$ cat config.mk
export PLATFORM = sky130hd
export DESIGN_NAME = string_hw_seq_flat
export DESIGN_NICKNAME = d
export VERILOG_FILES = /design/src/rtl/string_hw_seq_if.sv /design/src/rtl/string_hw_seq.sv /design/src/flat_wrapper.sv
export SDC_FILE = /design/constraint.sdc
export NUM_CORES = 1
export LEC_CHECK = 0
export ABC_AREA = 1
export ABC_CLOCK_PERIOD_IN_PS = 3900
export BUFFER_PORTS_ARGS = -buffer_cell sky130_fd_sc_hd__buf_4
export CORE_UTILIZATION = 30
export CTS_CLUSTER_SIZE = 10
export DETAILED_ROUTE_END_ITERATION = 16
export SYNTH_ARGS = -nofsm -noshare
export SYNTH_HDL_FRONTEND = slang
export SYNTH_SLANG_ARGS = --single-unit
$ cat constraint.sdc
create_clock -name clk -period 3.9 [get_ports clk]
set_input_delay 0.585 -clock clk [delete_from_list [all_inputs] [get_ports clk]]
set_output_delay 0.585 -clock clk [all_outputs]
set_load 0.02 [all_outputs]
$ cat src/rtl/string_hw_seq_if.sv
// Handshake and operand bundle for string_hw_seq: the register wrapper is the
// master and drives operands and go; the sequencer answers with busy/done/err/result.
interface string_hw_seq_if #(
    parameter int MAX_LEN = 8
);
    localparam int LEN_W = $clog2(MAX_LEN + 1);

    logic                        go;
    logic [2:0]                  index;
    logic [0:MAX_LEN-1][7:0]     A;
    logic [0:MAX_LEN-1][7:0]     B;
    logic [LEN_W-1:0]            length;
    logic                        busy;
    logic                        done;
    logic                        err;
    logic [0:MAX_LEN-1][7:0]     result;

    modport master (
        output go, index, A, B, length,
        input  busy, done, err, result
    );

    modport slave (
        input  go, index, A, B, length,
        output busy, done, err, result
    );
endinterface

$ cat src/rtl/string_hw_seq.sv
// String sequencer: one character per clock over right-justified strings of up to MAX_LEN chars.
// Optional build macro STRING_HW_EARLY_EXIT_EN ends compare/find at the first decisive character.
//
// state | meaning
// IDLE  | waiting for go
// LOAD  | latch operands, clear accumulators
// RUN   | process offset cnt each clock
// DONE  | publish result, hold done until go falls
module string_hw_seq #(
    parameter  int MAX_LEN = 8,
    localparam int LEN_W   = $clog2(MAX_LEN + 1)
) (
    input  logic             clk,
    input  logic             reset,
    string_hw_seq_if.slave   bus
);
    localparam int IDX_W = $clog2(MAX_LEN);
    localparam int W     = 8 * MAX_LEN;

`ifdef STRING_HW_EARLY_EXIT_EN
    localparam bit early_exit = 1'b1;
`else
    localparam bit early_exit = 1'b0;
`endif

    typedef enum logic [1:0] {IDLE, LOAD, RUN, DONE} state_t;
    typedef logic [0:MAX_LEN-1][7:0] str_t;

    state_t           state;
    str_t             a_q, b_q, acc;
    logic [LEN_W-1:0] len_q, sc, len_in;
    logic [IDX_W-1:0] cnt, pos;
    logic [2:0]       op;
    logic             flag, last;
    logic [7:0]       ch, key;

    function automatic logic [7:0] conv(input logic [2:0] o, input logic [7:0] c);
        logic lc, uc;
        lc = (c >= 8'h61) && (c <= 8'h7a);
        uc = (c >= 8'h41) && (c <= 8'h5a);
        case (o)
            3'd1:    conv = lc ? c - 8'h20 : c;
            3'd2:    conv = uc ? c + 8'h20 : c;
            3'd3:    conv = (lc || uc) ? c ^ 8'h20 : c;
            default: conv = c;
        endcase
    endfunction

    always_comb begin
        len_in = (bus.length > LEN_W'(MAX_LEN)) ? LEN_W'(MAX_LEN) : bus.length;
        pos    = IDX_W'(MAX_LEN - int'(len_q) + int'(cnt));
        ch     = a_q[pos];
        key    = b_q[MAX_LEN-1];
        last   = (LEN_W'(cnt) + LEN_W'(1)) == len_q;
    end

    always_ff @(posedge clk or negedge reset) begin
        if (!reset) begin
            state      <= IDLE;
            bus.busy   <= 1'b0;
            bus.done   <= 1'b0;
            bus.err    <= 1'b0;
            bus.result <= '0;
            a_q        <= '0;
            b_q        <= '0;
            acc        <= '0;
            len_q      <= '0;
            sc         <= '0;
            cnt        <= '0;
            op         <= '0;
            flag       <= 1'b0;
        end else begin
            case (state)
                IDLE: begin
                    if (bus.go) begin
                        state    <= LOAD;
                        bus.busy <= 1'b1;
                    end
                end
                LOAD: begin
                    a_q        <= bus.A;
                    b_q        <= bus.B;
                    op         <= bus.index;
                    // an illegal index runs with zero length so done keeps the L=0 timing
                    len_q      <= (bus.index == 3'd7) ? '0 : len_in;
                    acc        <= '0;
                    sc         <= '0;
                    cnt        <= '0;
                    flag       <= (bus.index == 3'd0);
                    bus.err    <= 1'b0;
                    bus.result <= '0;
                    state      <= (bus.index != 3'd7 && len_in != '0) ? RUN : DONE;
                end
                RUN: begin
                    if (!bus.go) begin
                        state      <= IDLE;
                        bus.busy   <= 1'b0;
                        bus.result <= '0;
                    end else begin
                        cnt   <= cnt + IDX_W'(1);
                        state <= last ? DONE : RUN;
                        case (op)
                            3'd0: if (ch != b_q[pos]) begin
                                flag <= 1'b0;
                                if (early_exit) state <= DONE;
                            end
                            3'd1, 3'd2, 3'd3: acc[pos] <= conv(op, ch);
                            3'd4: if (ch == key) sc <= sc + LEN_W'(1);
                            3'd5: acc[IDX_W'(MAX_LEN - 1) - cnt] <= ch;
                            3'd6: if (!flag && ch == key) begin
                                flag <= 1'b1;
                                sc   <= LEN_W'(cnt);
                                if (early_exit) state <= DONE;
                            end
                            default: ;
                        endcase
                    end
                end
                DONE: begin
                    if (!bus.go) begin
                        state    <= IDLE;
                        bus.done <= 1'b0;
                        bus.busy <= 1'b0;
                    end else if (!bus.done) begin
                        bus.done <= 1'b1;
                        bus.busy <= 1'b0;
                        bus.err  <= (op == 3'd7);
                        case (op)
                            3'd0:    bus.result <= W'(flag);
                            3'd4:    bus.result <= W'(sc);
                            3'd6:    bus.result <= flag ? W'(sc) : '1;
                            3'd7:    bus.result <= '0;
                            default: bus.result <= acc;
                        endcase
                    end
                end
                default: state <= IDLE;
            endcase
        end
    end
endmodule

$ cat src/flat_wrapper.sv
// flat-port wrapper written by rule: the top's interface ports become plain ports
module string_hw_seq_flat 
#(
    parameter  int MAX_LEN = 8,
    localparam int LEN_W   = $clog2(MAX_LEN + 1)
)
  (clk, reset, bus_go, bus_index, bus_A, bus_B, bus_length, bus_busy, bus_done, bus_err, bus_result);
  string_hw_seq_if #(.MAX_LEN(MAX_LEN)) bus_i ();
  input  logic clk;
  input  logic reset;
  input wire logic [$bits(bus_i.go)-1:0] bus_go;
  input wire logic [$bits(bus_i.index)-1:0] bus_index;
  input wire logic [$bits(bus_i.A)-1:0] bus_A;
  input wire logic [$bits(bus_i.B)-1:0] bus_B;
  input wire logic [$bits(bus_i.length)-1:0] bus_length;
  output wire logic [$bits(bus_i.busy)-1:0] bus_busy;
  output wire logic [$bits(bus_i.done)-1:0] bus_done;
  output wire logic [$bits(bus_i.err)-1:0] bus_err;
  output wire logic [$bits(bus_i.result)-1:0] bus_result;
  assign bus_i.go = bus_go;
  assign bus_i.index = bus_index;
  assign bus_i.A = bus_A;
  assign bus_i.B = bus_B;
  assign bus_i.length = bus_length;
  assign bus_busy = bus_i.busy;
  assign bus_done = bus_i.done;
  assign bus_err = bus_i.err;
  assign bus_result = bus_i.result;
  string_hw_seq #(.MAX_LEN(MAX_LEN)) u_core (.clk(clk), .reset(reset), .bus(bus_i));
endmodule
Word-level counts from Yosys, hierarchy flattened
Cells that the tools add are included.
{"block": "classes", "n_bitwise": 3, "reduce_logical": 25, "muxes": 57, "n_eq_ne": 28, "n_lt_le_gt_ge": 9, "addsub": 8}
{"op": "2-to-1 mux 64 bit", "n": 5}
{"op": "case mux 64 bit (2 select lines)", "n": 2}
{"op": "case mux 64 bit (4 select lines)", "n": 1}
{"op": "case mux 64 bit (3 select lines)", "n": 1}
{"op": "bitwise mux 64 bit", "n": 2}
{"op": "2-to-1 mux 8 bit", "n": 11}
{"op": "binary-select mux 8 bit (select 3 bit)", "n": 2}
{"op": "demux 8 bit (select 3 bit)", "n": 2}
{"op": "case mux 8 bit (3 select lines)", "n": 1}
{"op": "2-to-1 mux 4 bit", "n": 5}
{"op": "greater-or-equal comparator 8 x 7 -> 1 bit, second input constant", "n": 2}
{"op": "less-or-equal comparator 8 x 7 -> 1 bit, second input constant", "n": 2}
{"op": "case mux 4 bit (2 select lines)", "n": 2}
{"op": "== test 3 bit, second input constant", "n": 5}
{"op": "2-to-1 mux 1 bit", "n": 12}
{"op": "!= test 2 bit, second input constant", "n": 6}
{"op": "AND reduction 5 bit", "n": 2}
{"op": "!= test 3 x 2 -> 1 bit, second input constant", "n": 3}
{"op": "!= test 3 bit, second input constant", "n": 3}
{"op": "adder 8 x 6 -> 8 bit, second input constant", "n": 1}
{"op": "== test 8 bit", "n": 1}
{"op": "greater-or-equal comparator 4 bit, second input constant", "n": 2}
{"op": "< comparator 4 x 1 -> 1 bit, second input constant", "n": 2}
{"op": "!= test 8 bit", "n": 1}
{"op": "35 further kinds", "n": 54}
{"block": "totals", "ff_bits": 276, "out_inout_bits": 67, "in_bits": 138, "wordCells": 171}

Longest topological paths before layout
{"block": "logic_depth", "depth_word": 18, "mapped_depth": 24, "ltp_nobuf": 22}

Worst setup path before layout
OpenSTA, ideal clock, no wires.
{"block": "synth_timing", "kind": "reg2reg", "from": "reg u_core.cnt[0]", "to": "reg u_core.acc[30] (netlist name)", "path_stages_with_launch": 24, "setup_time_ns": 0.122, "t_required_ns": 3.778, "slack_ns": 0.505, "arrival_ns": 3.272, "period_less_slack_ns": 3.395, "n_path_buf": 3, "cell_sequence": "dfrtp_1 > inv_1 > ha_1 > inv_1 > fa_1 > buf_2 > inv_2 > buf_4 > nand3_1 > nand2_1 > nand2_1 > nand2_4 > inv_2 > clkbuf_1 > ha_1 > nand2_1 > o21ai_1 > nand2_1 > nand2_1 > o21ai_1 > nand2_1 > nand3_2 > nand2_1 > a21oi_1"}
{"block": "synth_between", "elab_chain_cells": 16, "elab_cells_between_ends": 36, "cone_classes": "add/sub (4); order compare (8); mux (18); bitwise (2); reduce/logical (4)"}
{"item": "start: declaration", "line": "string_hw_seq.sv:32", "source": "logic [IDX_W-1:0] cnt, pos;"}
{"item": "start signal: assignment", "line": "string_hw_seq.sv:100", "source": "cnt <= cnt + IDX_W'(1);"}
{"item": "adder 3 bit", "line": "string_hw_seq.sv:51", "source": "pos = IDX_W'(MAX_LEN - int'(len_q) + int'(cnt));"}
{"item": "inverter 3 -> 4 bit (not written as such)", "line": "string_hw_seq.sv:52, string_hw_seq.sv:107"}
{"item": "binary-select mux 8 bit (select 3 bit)", "line": "string_hw_seq.sv:52", "source": "ch = a_q[pos];"}
{"item": "2-to-1 mux 8 bit (not written as such) (2 in a row)", "line": "string_hw_seq.sv:52"}
{"item": "greater-or-equal comparator 8 x 7 -> 1 bit, or another cell as far along", "line": "string_hw_seq.sv:40", "source": "uc = (c >= 8'h41) && (c <= 8'h5a);"}
{"item": "logical AND 1 bit (on tied branches)", "line": "string_hw_seq.sv:40, string_hw_seq.sv:39"}
{"item": "2-to-1 mux 8 bit (on tied branches)", "line": "string_hw_seq.sv:43, string_hw_seq.sv:42"}
{"item": "case mux 8 bit (3 select lines)", "line": "string_hw_seq.sv:41", "source": "case (o)"}
{"item": "2-to-1 mux 8 bit", "line": "string_hw_seq.sv:102", "source": "case (op)"}
{"item": "2-to-1 mux 8 bit", "line": "string_hw_seq.sv:95", "source": "if (!bus.go) begin"}
{"item": "2-to-1 mux 8 bit", "line": "string_hw_seq.sv:73", "source": "case (state)"}
{"item": "bitwise mux 64 bit", "line": "string_hw_seq.sv:107", "source": "3'd1, 3'd2, 3'd3: acc[pos] <= conv(op, ch);"}
{"item": "case mux 64 bit (2 select lines) *", "line": "string_hw_seq.sv:102"}
{"item": "2-to-1 mux 64 bit *", "line": "string_hw_seq.sv:95"}
{"item": "case mux 64 bit (2 select lines) *", "line": "string_hw_seq.sv:73"}
{"item": "end signal: indexed assignment", "line": "string_hw_seq.sv:107"}
{"item": "end signal: indexed assignment", "line": "string_hw_seq.sv:109", "source": "3'd5: acc[IDX_W'(MAX_LEN - 1) - cnt] <= ch;"}
{"item": "end: declaration", "line": "string_hw_seq.sv:30", "source": "str_t a_q, b_q, acc;"}
Every way passes the cells marked *; elsewhere a longest branch is shown, timed or not. The select of a mux whose other input is x is not followed.
A chain may end at the register's enable or synchronous reset.

Worst setup path in the final report
{"block": "layout_timing", "from": "reg u_core.cnt[0]", "to": "reg u_core.acc[6] (netlist name)"}
Same word-level chain as after synthesis.

==> metrics.txt <==
# TYPE chip_impl_metric gauge
chip_impl_metric{name="number_of_buffers_created_by_cts",unit=""} 35
chip_impl_metric{name="vias",unit=""} 12390
chip_impl_metric{name="netlist_area",unit="mm^2"} 0.01398
chip_impl_metric{name="drive_above_1_share",unit="%"} 17.85
chip_impl_metric{name="antenna_cells_inserted",unit=""} 0
chip_impl_metric{name="crit_required",unit="ps"} 4320
chip_impl_metric{name="count_of_endpoints_failing_setup_in_the_final_report",unit=""} 0
chip_impl_metric{name="drt_drc_violations_left",unit=""} 0
chip_impl_metric{name="grt_util_all_layers",unit="%"} 18.68
chip_impl_info{name="outcome",value="completed"} 1
chip_impl_metric{name="synth_edf_count",unit=""} 0
chip_impl_metric{name="ys_warn_count",unit=""} 0
chip_impl_info{name="mostFrequentLayoutCells",value="nand2_1 (641), dfrtp_1 (276), buf_4 (230), o21ai_0 (172), inv_1 (171)"} 1
chip_impl_metric{name="wl_met2",unit="mm"} 20.33
chip_impl_metric{name="place_hpwl",unit="mm"} 31.82
chip_impl_info{name="critPathLaunch",value="u_core.cnt[0]"} 1
chip_impl_metric{name="postSynthAreaPerCell",unit="um^2"} 7.673
chip_impl_metric{name="final_gp_congestion",unit=""} 0.8813
chip_impl_info{name="critPathLaunchType",value="register"} 1
chip_impl_metric{name="synth_cells",unit=""} 1822
chip_impl_info{name="dominant_combinational_cell_family_by_area_after_synthesis",value="simple AND/OR/NAND/NOR gates"} 1
chip_impl_info{name="rr_startpoint",value="u_core.cnt[0]"} 1
chip_impl_metric{name="hold_violations",unit=""} 0
chip_impl_metric{name="synthesized_area_fraction_occupied_by_xor_and_xnor_cells",unit="%"} 0.6265
chip_impl_metric{name="design.portCount",unit=""} 205
chip_impl_metric{name="core_outline_area",unit="mm^2"} 0.04567
chip_impl_metric{name="detail_route.first_pass.iterations",unit=""} 7
chip_impl_metric{name="grt.overflow.total",unit=""} 0
chip_impl_metric{name="postCtsHoldBufs",unit=""} 0
chip_impl_metric{name="number_of_global_route_vias_before_repair",unit=""} 12380
chip_impl_metric{name="postRouteAntennaNets",unit=""} 0
chip_impl_metric{name="timing.fmax",unit="GHz"} 0.2838
chip_impl_metric{name="route.detailed.vias_per_inst",unit=""} 4.745
chip_impl_metric{name="floorplan.die_area",unit="mm^2"} 0.04747
chip_impl_metric{name="slew_headroom",unit="%"} 40.98
chip_impl_metric{name="grt_start_max_net_pins",unit=""} 191
chip_impl_info{name="highest-signal-layer",value="met4"} 1
chip_impl_metric{name="core.rowCount",unit=""} 78
chip_impl_metric{name="initial_utilization",unit="%"} 30.61
chip_impl_metric{name="met3_wirelength",unit="mm"} 2.196
chip_impl_metric{name="cts.reportedPaths.clkPinSlew",unit="ps"} 60
chip_impl_metric{name="yosys_reg_bits",unit=""} 276
chip_impl_metric{name="synth.yosys.seq_area_share",unit="%"} 49.40
chip_impl_metric{name="mux_cell_area_share_after_synthesis",unit="%"} 2.739
chip_impl_metric{name="timing.final.crit_share",unit="%"} 90.34
chip_impl_metric{name="drt-total-wl",unit="mm"} 43.41
chip_impl_metric{name="area.growth.synth_to_final",unit="%"} 22.78
chip_impl_metric{name="floorplan.die.width",unit="um"} 217.9
chip_impl_metric{name="met1Wirelength",unit="mm"} 20.15
chip_impl_info{name="clock_tree.root_cell",value="clkbuf_16"} 1
chip_impl_metric{name="detail_route.iter0.violations",unit=""} 723
chip_impl_metric{name="placement.io_buffers",unit=""} 204
chip_impl_metric{name="final.setup.tns",unit="ps"} 0
chip_impl_metric{name="adder_cell_share_of_the_synthesized_area",unit="%"} 1.038
chip_impl_metric{name="clock-sinks",unit=""} 276
chip_impl_metric{name="drv_cap",unit=""} 0
chip_impl_metric{name="asyncSetResetFlopFracSynth",unit="%"} 100.0
chip_impl_info{name="final_common_cell",value="nand2_1"} 1
chip_impl_metric{name="dieHeight",unit="um"} 217.9
chip_impl_info{name="ys_dominant_reg_cell",value="dfrtp_1"} 1
chip_impl_metric{name="postSynthNetCount",unit=""} 1971
chip_impl_metric{name="critPathMaxFanout",unit=""} 18
chip_impl_metric{name="first_pass_grt_wire_length",unit="mm"} 69.28
chip_impl_metric{name="nets",unit=""} 2148
chip_impl_metric{name="synth_compound_gate_area_share",unit="%"} 12.09
chip_impl_metric{name="routed_wire_length_per_instance",unit="um"} 16.63
chip_impl_metric{name="synth.lib_cells_used.distinct",unit=""} 40
chip_impl_info{name="timing.critical_path.to_type",value="register"} 1
chip_impl_metric{name="arrival_time_worst_endpoint",unit="ps"} 3940
chip_impl_info{name="grt_setup_unrepaired",value="false"} 1
chip_impl_metric{name="num-fill-cells",unit=""} 4837
chip_impl_metric{name="period_needed",unit="ps"} 3523
chip_impl_metric{name="cts_max_level",unit=""} 2
chip_impl_metric{name="antenna_found_initial",unit=""} 0
chip_impl_metric{name="worst_clock_skew",unit="ps"} 19.09
chip_impl_metric{name="synth_simple_gate_area_share",unit="%"} 25.99
chip_impl_metric{name="insertion_delay",unit="ps"} 550
chip_impl_metric{name="slew_at_the_pin_closest_to_its_max_slew_limit",unit="ps"} 885.2
chip_impl_info{name="cts_tree",value="built"} 1
chip_impl_info{name="holdCritPathClass",value="in -> async"} 1
chip_impl_metric{name="cts.path.max_buffers",unit=""} 3
chip_impl_metric{name="report.final.slew_viol_count",unit=""} 0
chip_impl_info{name="criticalPathCategory",value="reg -> reg"} 1
worst paths after layout:
| path | end | slack (ps) | cells after the start |
|---|---|---|---|
| setup reg to reg | u_core.acc[6] | 380 | 19 |
| setup / recovery | u_core.acc[6] | 380 | 19 |
| max in group asynchronous | u_core.bus.result[23] | 2850 | 2 |
| hold / removal | u_core.bus.result[43] | 110 | 1 |
| min in group clk | u_core.b_q[58] | 240 | 3 |
| hold reg to reg | u_core.b_q[49] | 470 | 2 |
per-layer routing:
layer | track usage (%) | vias to the layer above
li1 | - | 6158
met1 | 25.81 | 5854
met2 | 30.34 | 327
met3 | 3.208 | 51
met4 | 4.312 | 0
met5 | 0 | -
cell usage after synthesis, types with 4 or more instances:
library cell | number | area [um^2]
buf_4 | 4 | 30.03
nand3_1 | 123 | 615.6
inv_2 | 14 | 52.55
nand2_4 | 5 | 56.30
o21ai_0 | 172 | 860.8
nor3_1 | 20 | 100.1
o21ai_1 | 18 | 90.09
nand2_2 | 11 | 68.82
buf_1 | 6 | 22.52
o22ai_1 | 11 | 68.82
ha_1 | 10 | 125.1
nand2_1 | 641 | 2406
xnor2_1 | 4 | 35.03
dfrtp_1 | 276 | 6907
a21oi_1 | 103 | 515.5
inv_1 | 171 | 641.9
nand3_2 | 5 | 50.05
xor2_1 | 6 | 52.55
nor2_1 | 70 | 262.8
o31ai_1 | 10 | 75.07
mux2_2 | 34 | 382.9
buf_2 | 25 | 125.1
nand4_1 | 4 | 25.02
clkbuf_1 | 58 | 217.7
cell type report:
class / instances / area, um^2 / area share [%]
Timing Repair Buffer: 236 / 1833 / 10.68
Inverter: 187 / 704.4 / 4.104
Clock buffer: 44 / 949.7 / 5.533
Clock inverter: 5 / 40.04 / 0.2333
Tap cell: 600 / 750.7 / 4.374
Sequential cell: 276 / 6907 / 40.24
Multi-Input combinational cell: 1263 / 5979 / 34.84
registers in the layout, indices dropped and copies added (netlist names):
signal and count:
u_core.bus.result 64, u_core.acc 64, u_core.op 3, u_core.key 8
u_core.cnt 3, u_core.bus.err 1, u_core.bus.done 1, u_core.len_q 4
u_core.sc 4, u_core.flag 1, u_core.a_q 64, u_core.state 2
u_core.b_q 56, u_core.bus.busy 1
timing repair:
| item | CTS | global route |
|---|---|---|
| buffers inserted | 0 | 0 |
| endpoints found under the setup margin | 0 | 8 |
| gates resized for setup | 0 | 1 |
per-stage QoR:
step	std cells	hold slack [ps]	utilization, %	area [um^2]	worst slack (ps)
floorplan	1822	289.4	-	13980	505.3
global placement	2562	448.0	35.40	16170	406.8
detailed placement	2562	454.1	35.40	16170	392.3
CTS	2611	133.9	37.57	17160	363.0
global route	2611	161.6	37.58	17160	48.17
finish	2611	112.6	37.58	17160	376.7
critical path, stage by stage (launching register included):
cell	delay (ps)
dfrtp_1	440
inv_1	220
ha_4	160
inv_1	40
fa_2	560
buf_4	220
nand3_1	90
nand2_1	70
nand2_1	80
nand2_4	240
ha_1	220
nand2_1	60
o21ai_1	210
nand2_1	110
nand2_1	100
o21ai_1	70
nand2_1	80
nand3_2	220
nand2_1	130
a21oi_1	70
kinds of logic (layout without fill, tap and decap cells):
logic type | after synthesis | in the layout
muxes | 34 | 34
DFF | 276 | 276
buffers and inverters | 283 | 472
xor gates and xnor gates | 10 | 10
AOI/OAI and AO/OA | 323 | 323
adders and majority gates | 11 | 11
and+or+nand+nor | 885 | 885
Power is not shown: default switching activity piles up to over one toggle a cycle in this logic, so the estimate is an artifact.
